**src/rtl/tiny86_pkg.sv**
```systemverilog
// tiny86_pkg: shared tiny86 trace-step geometry and loader state encoding
package tiny86_pkg;
    localparam int STEP_W    = 560;
    localparam int INSTR_LSB = 0;
    localparam int INSTR_W   = 96;
    localparam int REGS_LSB  = 96;
    localparam int REGS_W    = 320;
    localparam int HINT1_LSB = 416;
    localparam int HINT1_W   = 72;
    localparam int HINT2_LSB = 488;
    localparam int HINT2_W   = 72;
    typedef enum logic {FILL, DISCARD} loader_state_t;
endpackage

```
**src/rtl/tiny86_step_fifo.sv**
```systemverilog
// tiny86_step_fifo: register-array FIFO with wrapping pointers and occupancy count
module tiny86_step_fifo #(
    parameter int W     = 560,
    parameter int DEPTH = 4
) (
    input  logic                         clk,
    input  logic                         rst_n,
    input  logic                         clear,
    input  logic                         push,
    input  logic                         pop,
    input  logic [W-1:0]                 din,
    output logic [W-1:0]                 dout,
    output logic [$clog2(DEPTH+1)-1:0]   level,
    output logic                         full,
    output logic                         empty
);
    localparam int AW = $clog2(DEPTH);
    localparam int LW = $clog2(DEPTH+1);
    logic [W-1:0]  r_mem [DEPTH];
    logic [AW-1:0] r_wp;
    logic [AW-1:0] r_rp;
    logic [LW-1:0] r_level;
    logic          w_push;
    logic          w_pop;
    assign full   = r_level == LW'(DEPTH);
    assign empty  = r_level == '0;
    assign w_push = push && !full;
    assign w_pop  = pop && !empty;
    assign dout   = r_mem[r_rp];
    assign level  = r_level;
    always_ff @(posedge clk or negedge rst_n) begin
        if (!rst_n) begin
            r_wp    <= '0;
            r_rp    <= '0;
            r_level <= '0;
            for (int i = 0; i < DEPTH; i++) r_mem[i] <= '0;
        end else if (clear) begin
            r_wp    <= '0;
            r_rp    <= '0;
            r_level <= '0;
        end else begin
            if (w_push) begin
                r_mem[r_wp] <= din;
                r_wp        <= r_wp + 1'b1;
            end
            if (w_pop) r_rp <= r_rp + 1'b1;
            r_level <= r_level + LW'(w_push) - LW'(w_pop);
        end
    end
endmodule

```
**src/rtl/tiny86_step_loader.sv**
```systemverilog
// tiny86_step_loader: reassembles bus beats into trace steps, buffers them, flags framing errors
module tiny86_step_loader #(
    parameter int STEP_W = tiny86_pkg::STEP_W,
    parameter int BUS_W  = 64,
    parameter int DEPTH  = 4,
    parameter int CNT_W  = 32
) (
    input  logic                         clk,
    input  logic                         rst_n,
    input  logic                         clear,
    input  logic                         in_valid,
    output logic                         in_ready,
    input  logic [BUS_W-1:0]             in_data,
    input  logic                         in_last,
    output logic                         out_valid,
    input  logic                         out_ready,
    output logic [STEP_W-1:0]            out_step,
    output logic [$clog2(DEPTH+1)-1:0]   level,
    output logic [CNT_W-1:0]             step_count,
    output logic                         err_frame
);
    import tiny86_pkg::*;
    localparam int BEATS = (STEP_W + BUS_W - 1) / BUS_W;
    localparam int CW    = $clog2(BEATS + 1);
    localparam logic [CW-1:0] LAST = CW'(BEATS - 1);
    loader_state_t               r_state;
    loader_state_t               w_state_nxt;
    logic [CW-1:0]               r_cnt;
    logic [CW-1:0]               w_cnt_nxt;
    logic [(BEATS-1)*BUS_W-1:0]  r_stage;
    logic [CNT_W-1:0]            r_count;
    logic                        r_err;
    logic                        w_acc;
    logic                        w_push;
    logic                        w_pop;
    logic                        w_err;
    logic                        w_stage_we;
    logic                        w_full;
    logic                        w_empty;
    logic [STEP_W-1:0]           w_step;
    assign in_ready   = !clear && !(r_state == FILL && r_cnt == LAST && w_full);
    assign w_acc      = in_valid && in_ready;
    assign w_step     = STEP_W'({in_data, r_stage});
    assign out_valid  = !w_empty;
    assign w_pop      = out_valid && out_ready && !clear;
    assign step_count = r_count;
    assign err_frame  = r_err;
    always_comb begin
        w_state_nxt = r_state;
        w_cnt_nxt   = r_cnt;
        w_push      = 1'b0;
        w_err       = 1'b0;
        w_stage_we  = 1'b0;
        if (w_acc) begin
            if (r_state == DISCARD) begin
                w_state_nxt = in_last ? FILL : DISCARD;
                w_cnt_nxt   = '0;
            end else if (r_cnt == LAST) begin
                w_push      = in_last;
                w_err       = !in_last;
                w_state_nxt = in_last ? FILL : DISCARD;
                w_cnt_nxt   = '0;
            end else begin
                w_err       = in_last;
                w_stage_we  = !in_last;
                w_cnt_nxt   = in_last ? '0 : r_cnt + 1'b1;
            end
        end
    end
    always_ff @(posedge clk or negedge rst_n) begin
        if (!rst_n) begin
            r_state <= FILL;
            r_cnt   <= '0;
            r_count <= '0;
            r_err   <= 1'b0;
        end else if (clear) begin
            r_state <= FILL;
            r_cnt   <= '0;
            r_count <= '0;
            r_err   <= 1'b0;
        end else begin
            r_state <= w_state_nxt;
            r_cnt   <= w_cnt_nxt;
            r_count <= r_count + CNT_W'(w_push);
            r_err   <= r_err | w_err;
        end
    end
    // the final beat bypasses staging and goes straight into the FIFO with it
    always_ff @(posedge clk or negedge rst_n) begin
        if (!rst_n) r_stage <= '0;
        else for (int i = 0; i < BEATS - 1; i++)
            if (w_stage_we && r_cnt == CW'(i)) r_stage[i*BUS_W +: BUS_W] <= in_data;
    end
    tiny86_step_fifo #(.W(STEP_W), .DEPTH(DEPTH)) u_fifo (
        .clk   (clk),
        .rst_n (rst_n),
        .clear (clear),
        .push  (w_push),
        .pop   (w_pop),
        .din   (w_step),
        .dout  (out_step),
        .level (level),
        .full  (w_full),
        .empty (w_empty)
    );
endmodule
```
**config.mk**
```make
export PLATFORM = sky130hd
export DESIGN_NAME = tiny86_step_loader
export DESIGN_NICKNAME = d
export VERILOG_FILES = /design/src/rtl/tiny86_pkg.sv /design/src/rtl/tiny86_step_fifo.sv /design/src/rtl/tiny86_step_loader.sv
export SDC_FILE = /design/constraint.sdc
export NUM_CORES = 2
export LEC_CHECK = 0
export CAP_MARGIN = 0
export CELL_PAD_IN_SITES_DETAIL_PLACEMENT = 1
export CELL_PAD_IN_SITES_GLOBAL_PLACEMENT = 1
export CORE_ASPECT_RATIO = 0.6
export CORE_MARGIN = 2
export CORE_UTILIZATION = 51
export CTS_CLUSTER_SIZE = 25
export DETAILED_ROUTE_END_ITERATION = 7
export HOLD_SLACK_MARGIN = 0.02
export PLACE_DENSITY = 0.76
export SLEW_MARGIN = 20
export SYNTH_ARGS = -nofsm -noshare
export SYNTH_HDL_FRONTEND = slang
export SYNTH_SLANG_ARGS = --single-unit
export TNS_END_PERCENT = 30
```
**constraint.sdc**
```tcl
create_clock -name clk -period 4.1 [get_ports clk]
set_clock_uncertainty 0.2 [all_clocks]
set_input_delay 0.41 -clock clk [delete_from_list [all_inputs] [get_ports clk]]
set_output_delay 0.41 -clock clk [all_outputs]
set_load 0.1 [all_outputs]
```
==> flow_summary.json <==
{
  "wl_per_cell_microns": 29.98,
  "cts_inserted_buffers": 272,
  "r2r_cells": 11,
  "ys_types": 41,
  "clock_path_buffers": 4,
  "grt_use_met2_pct": 46.15,
  "syn_to_final_growth_pct": 18.60,
  "core-area_sq_um": 228700,
  "status": "finished clean",
  "fin_util_pct": 60.74,
  "htreeDepth": 5,
  "yosys.area.top_type": "dfrtp_1",
  "p_seq_share_pct": 49.4,
  "cts_sinks": 2797,
  "final_common_cell": "dfrtp_1",
  "period_minus_slack_ns": 3.786,
  "routed_wl_microns": 321800,
  "vias": 64500,
  "hpwlAfterDp_microns": 205400,
  "multi_input_area_sq_um": 45050,
  "busiest_layer": "met2",
  "dieArea_sq_um": 233600,
  "viasPerCell": 6.008,
  "swShare_pct": 23.95,
  "start_util_pct": 51.21,
  "use_met3_pct": 4.020,
  "cts_resized": 0,
  "finalPower_uw": 57660,
  "p_comb_share_pct": 7.6,
  "setup_violations": 0,
  "hold_path_depth": 2,
  "register_area_sq_um": 70000,
  "drc": 0,
  "die_x_microns": 622.7,
  "first_global_vias": 72230,
  "grt_pass1_wl_microns": 486000,
  "crit_fanout": 28,
  "ant_nets": 0,
  "ios": 668,
  "rows": 136,
  "fillerInstances": 19680,
  "p_leak_uw": 0.06882,
  "ys.flop_type": "dfrtp_1",
  "final.setup.tns_ns": 0,
  "critPathLaunchType": "flip-flop",
  "die_h_microns": 375.2,
  "critPathRequiredTime_ns": 4.59,
  "clockPowerShare_pct": 42.9,
  "max_stage_delay_ns": 0.52,
  "async_flop_share_pct": 100.0,
  "syn_inst": 6812,
  "worstSetupPathDepth": 11,
  "synthesis.area_sq_um": 117100,
  "crit_buf_inv": 4,
  "maxCapViolations": 0,
  "grt.overflow.total": 0,
  "tightest_slew_ns": 1.157,
  "fin_nets": 7597,
  "synth_edf_count": 0,
  "ys_seq_area_share_pct": 59.76,
  "switchingPower_uw": 13810,
  "grt_antenna_before_repair": 28,
  "grt_setup_unrepaired": "false",
  "critPathSlowestCell": "a21oi_2",
  "port_buffers": 667,
  "clkTransAtPathRegs_ns": 0.06,
  "ir_drop_mv": 0.4992,
  "min_period_over_period_pct": 92.34,
  "syn-num-nets": 6898,
  "cp_cell_sequence": "inv_1, ha_1, nand3b_1, inv_1, ha_1, nand4bb_1, a21oi_2, nand2_4, buf_4, buf_12, mux2_2",
  "hold_path_class": "primary input to flip-flop",
  "grt_max_degree": 141,
  "finalHoldViolations": 0,
  "worstSetupEndpointType": "flip-flop",
  "layout-drive-gt1-share_pct": 58.92,
  "drv_slew": 0,
  "fmax_mhz": 264.1,
  "arrival_ns": 4.28,
  "power.internal_uw": 43850,
  "cpLargestDelayFamily": "buffers and inverters",
  "drt_iter0_drc": 3902,
  "gp_congestion": 0.7800,
  "cts_tree": "built",
  "synthTopCellsByArea": "dfrtp_1 60%, mux2_2 26%, mux4_2 11%",
  "avgSynthCellArea_sq_um": 17.19,
  "insertion_delay_ns": 0.82,
  "ys_ff_latch": 2797,
  "grtUsageTotal_pct": 27.68,
  "max_slew_margin_pct": 22.61,
  "critPathKind": "flip-flop to flip-flop",
  "powerDensity_nw_per_um2": 415.1,
  "final_cell_mix": "2795 x dfrtp_1, 2754 x mux2_2, 560 x mux4_2",
  "firstDrtPassIters": 7,
  "synth_warnings": 0,
  "grt_use_met1_pct": 38.34,
  "root_buffer": "clkbuf_16",
  "synth_top_area_share_pct": 59.76
}
kinds of logic after synthesis:
family	Yosys count	share of synthesized area (%)
adders and majority gates	16	0.1773
muxes	3314	37.25
buffers and inverters	497	1.857
xor gates and xnor gates	18	0.1346
AOI/OAI and AO/OA	45	0.2425
and+or+nand+nor	125	0.5822
DFF	2797	59.76
registers in the layout, summed over array words and instances (netlist names), 2 cells and up:
signal and cells:
u_fifo.r_mem 2240, r_stage 512, step_count 32, r_cnt 4, u_fifo.level 3, u_fifo.r_rp 2, u_fifo.r_wp 2
synth_stat cells (2+ instances only):
| cell | n |
|---|---|
| clkbuf_1 | 165 |
| nor4_1 | 5 |
| buf_1 | 76 |
| and4_1 | 5 |
| nor3_1 | 4 |
| nand3_1 | 12 |
| xor2_1 | 10 |
| a21o_1 | 2 |
| o21ai_0 | 4 |
| mux4_2 | 560 |
| a31oi_1 | 2 |
| nor2_1 | 27 |
| or4_1 | 13 |
| ha_1 | 15 |
| xnor2_1 | 8 |
| inv_1 | 14 |
| or3_1 | 6 |
| nor2b_1 | 5 |
| o31ai_1 | 14 |
| and2_1 | 2 |
| nand2_1 | 29 |
| a21oi_1 | 18 |
| mux2_2 | 2754 |
| nand4_1 | 8 |
| or3b_2 | 2 |
| buf_2 | 241 |
| dfrtp_1 | 2797 |
worst register-to-register path: cells and delay by family, from the launching register on:
family	cells	cell delay (ns)
buffers and inverters	4	0.91
adders and majority gates	2	0.46
DFF	1	0.43
muxes	1	0.34
and+or+nand+nor	3	0.82
AOI/OAI and AO/OA	1	0.52
repair_timing:
action                                 CTS  global route
endpoints found under the hold margin  169             0
hold buffers                             4             0
setup endpoints to repair                0             2
buffers inserted                         0             1
per-layer routing:
| layer | share of wire, % | wire [microns] | vias up |
|---|---|---|---|
| li1 | - | - | 26700 |
| met1 | 44 | 140100 | 36130 |
| met2 | 50 | 159800 | 1242 |
| met3 | 4.0 | 12810 | 428 |
| met4 | 2.8 | 9086 | 0 |
| met5 | 0 | 0 | - |
power by group through the flow:
stage	clock (uW)	sequential, uW	combinational [uW]
2_1_floorplan	0	28800	2740
3_3_place_gp	0	28900	4490
3_5_place_dp	0	29000	4550
4_1_cts	25300	28500	4570
5_1_grt	26400	28600	4800
6_report	24800	28500	4410
area by class of cell:
cell class                      instances  share of cell area (%)
Timing Repair Buffer                  908                   8.202
Inverter                               14                 0.03783
Antenna cell                            6                 0.01081
Multi-Input combinational cell       3518                   32.43
Sequential cell                      2797                   50.39
Tap cell                             3036                   2.735
Clock buffer                          392                   5.736
Clock inverter                         63                  0.4549
through the flow:
step	area [sq um]	setup slack [ns]	hold WS (ns)	std cells
global placement	130300	0.3600	0.2809	10270
global route	138900	0.02017	0.05254	10730
finish	138900	0.3142	0.08713	10730
detailed placement	130300	0.3181	0.2748	10270
CTS	138900	0.2429	0.05060	10730
floorplan	117100	0.5844	-0.08559	6812
path summary, 6_finish.rpt:
path / start / to / slack, ns
worst max-delay path: r_cnt[0] / u_fifo.r_mem[140] / 0.31
worst min-delay path: in_data[3] / r_stage[67] / 0.09
worst max register to register: r_cnt[0] / u_fifo.r_mem[140] / 0.31
worst min register to register: u_fifo.r_mem[756] / u_fifo.r_mem[756] / 0.30
max in group asynchronous: rst_n / u_fifo.r_mem[1707] / 1.70
min in group asynchronous: rst_n / u_fifo.r_mem[692] / 0.60
Note: power is estimated with default switching activity, not from simulation.
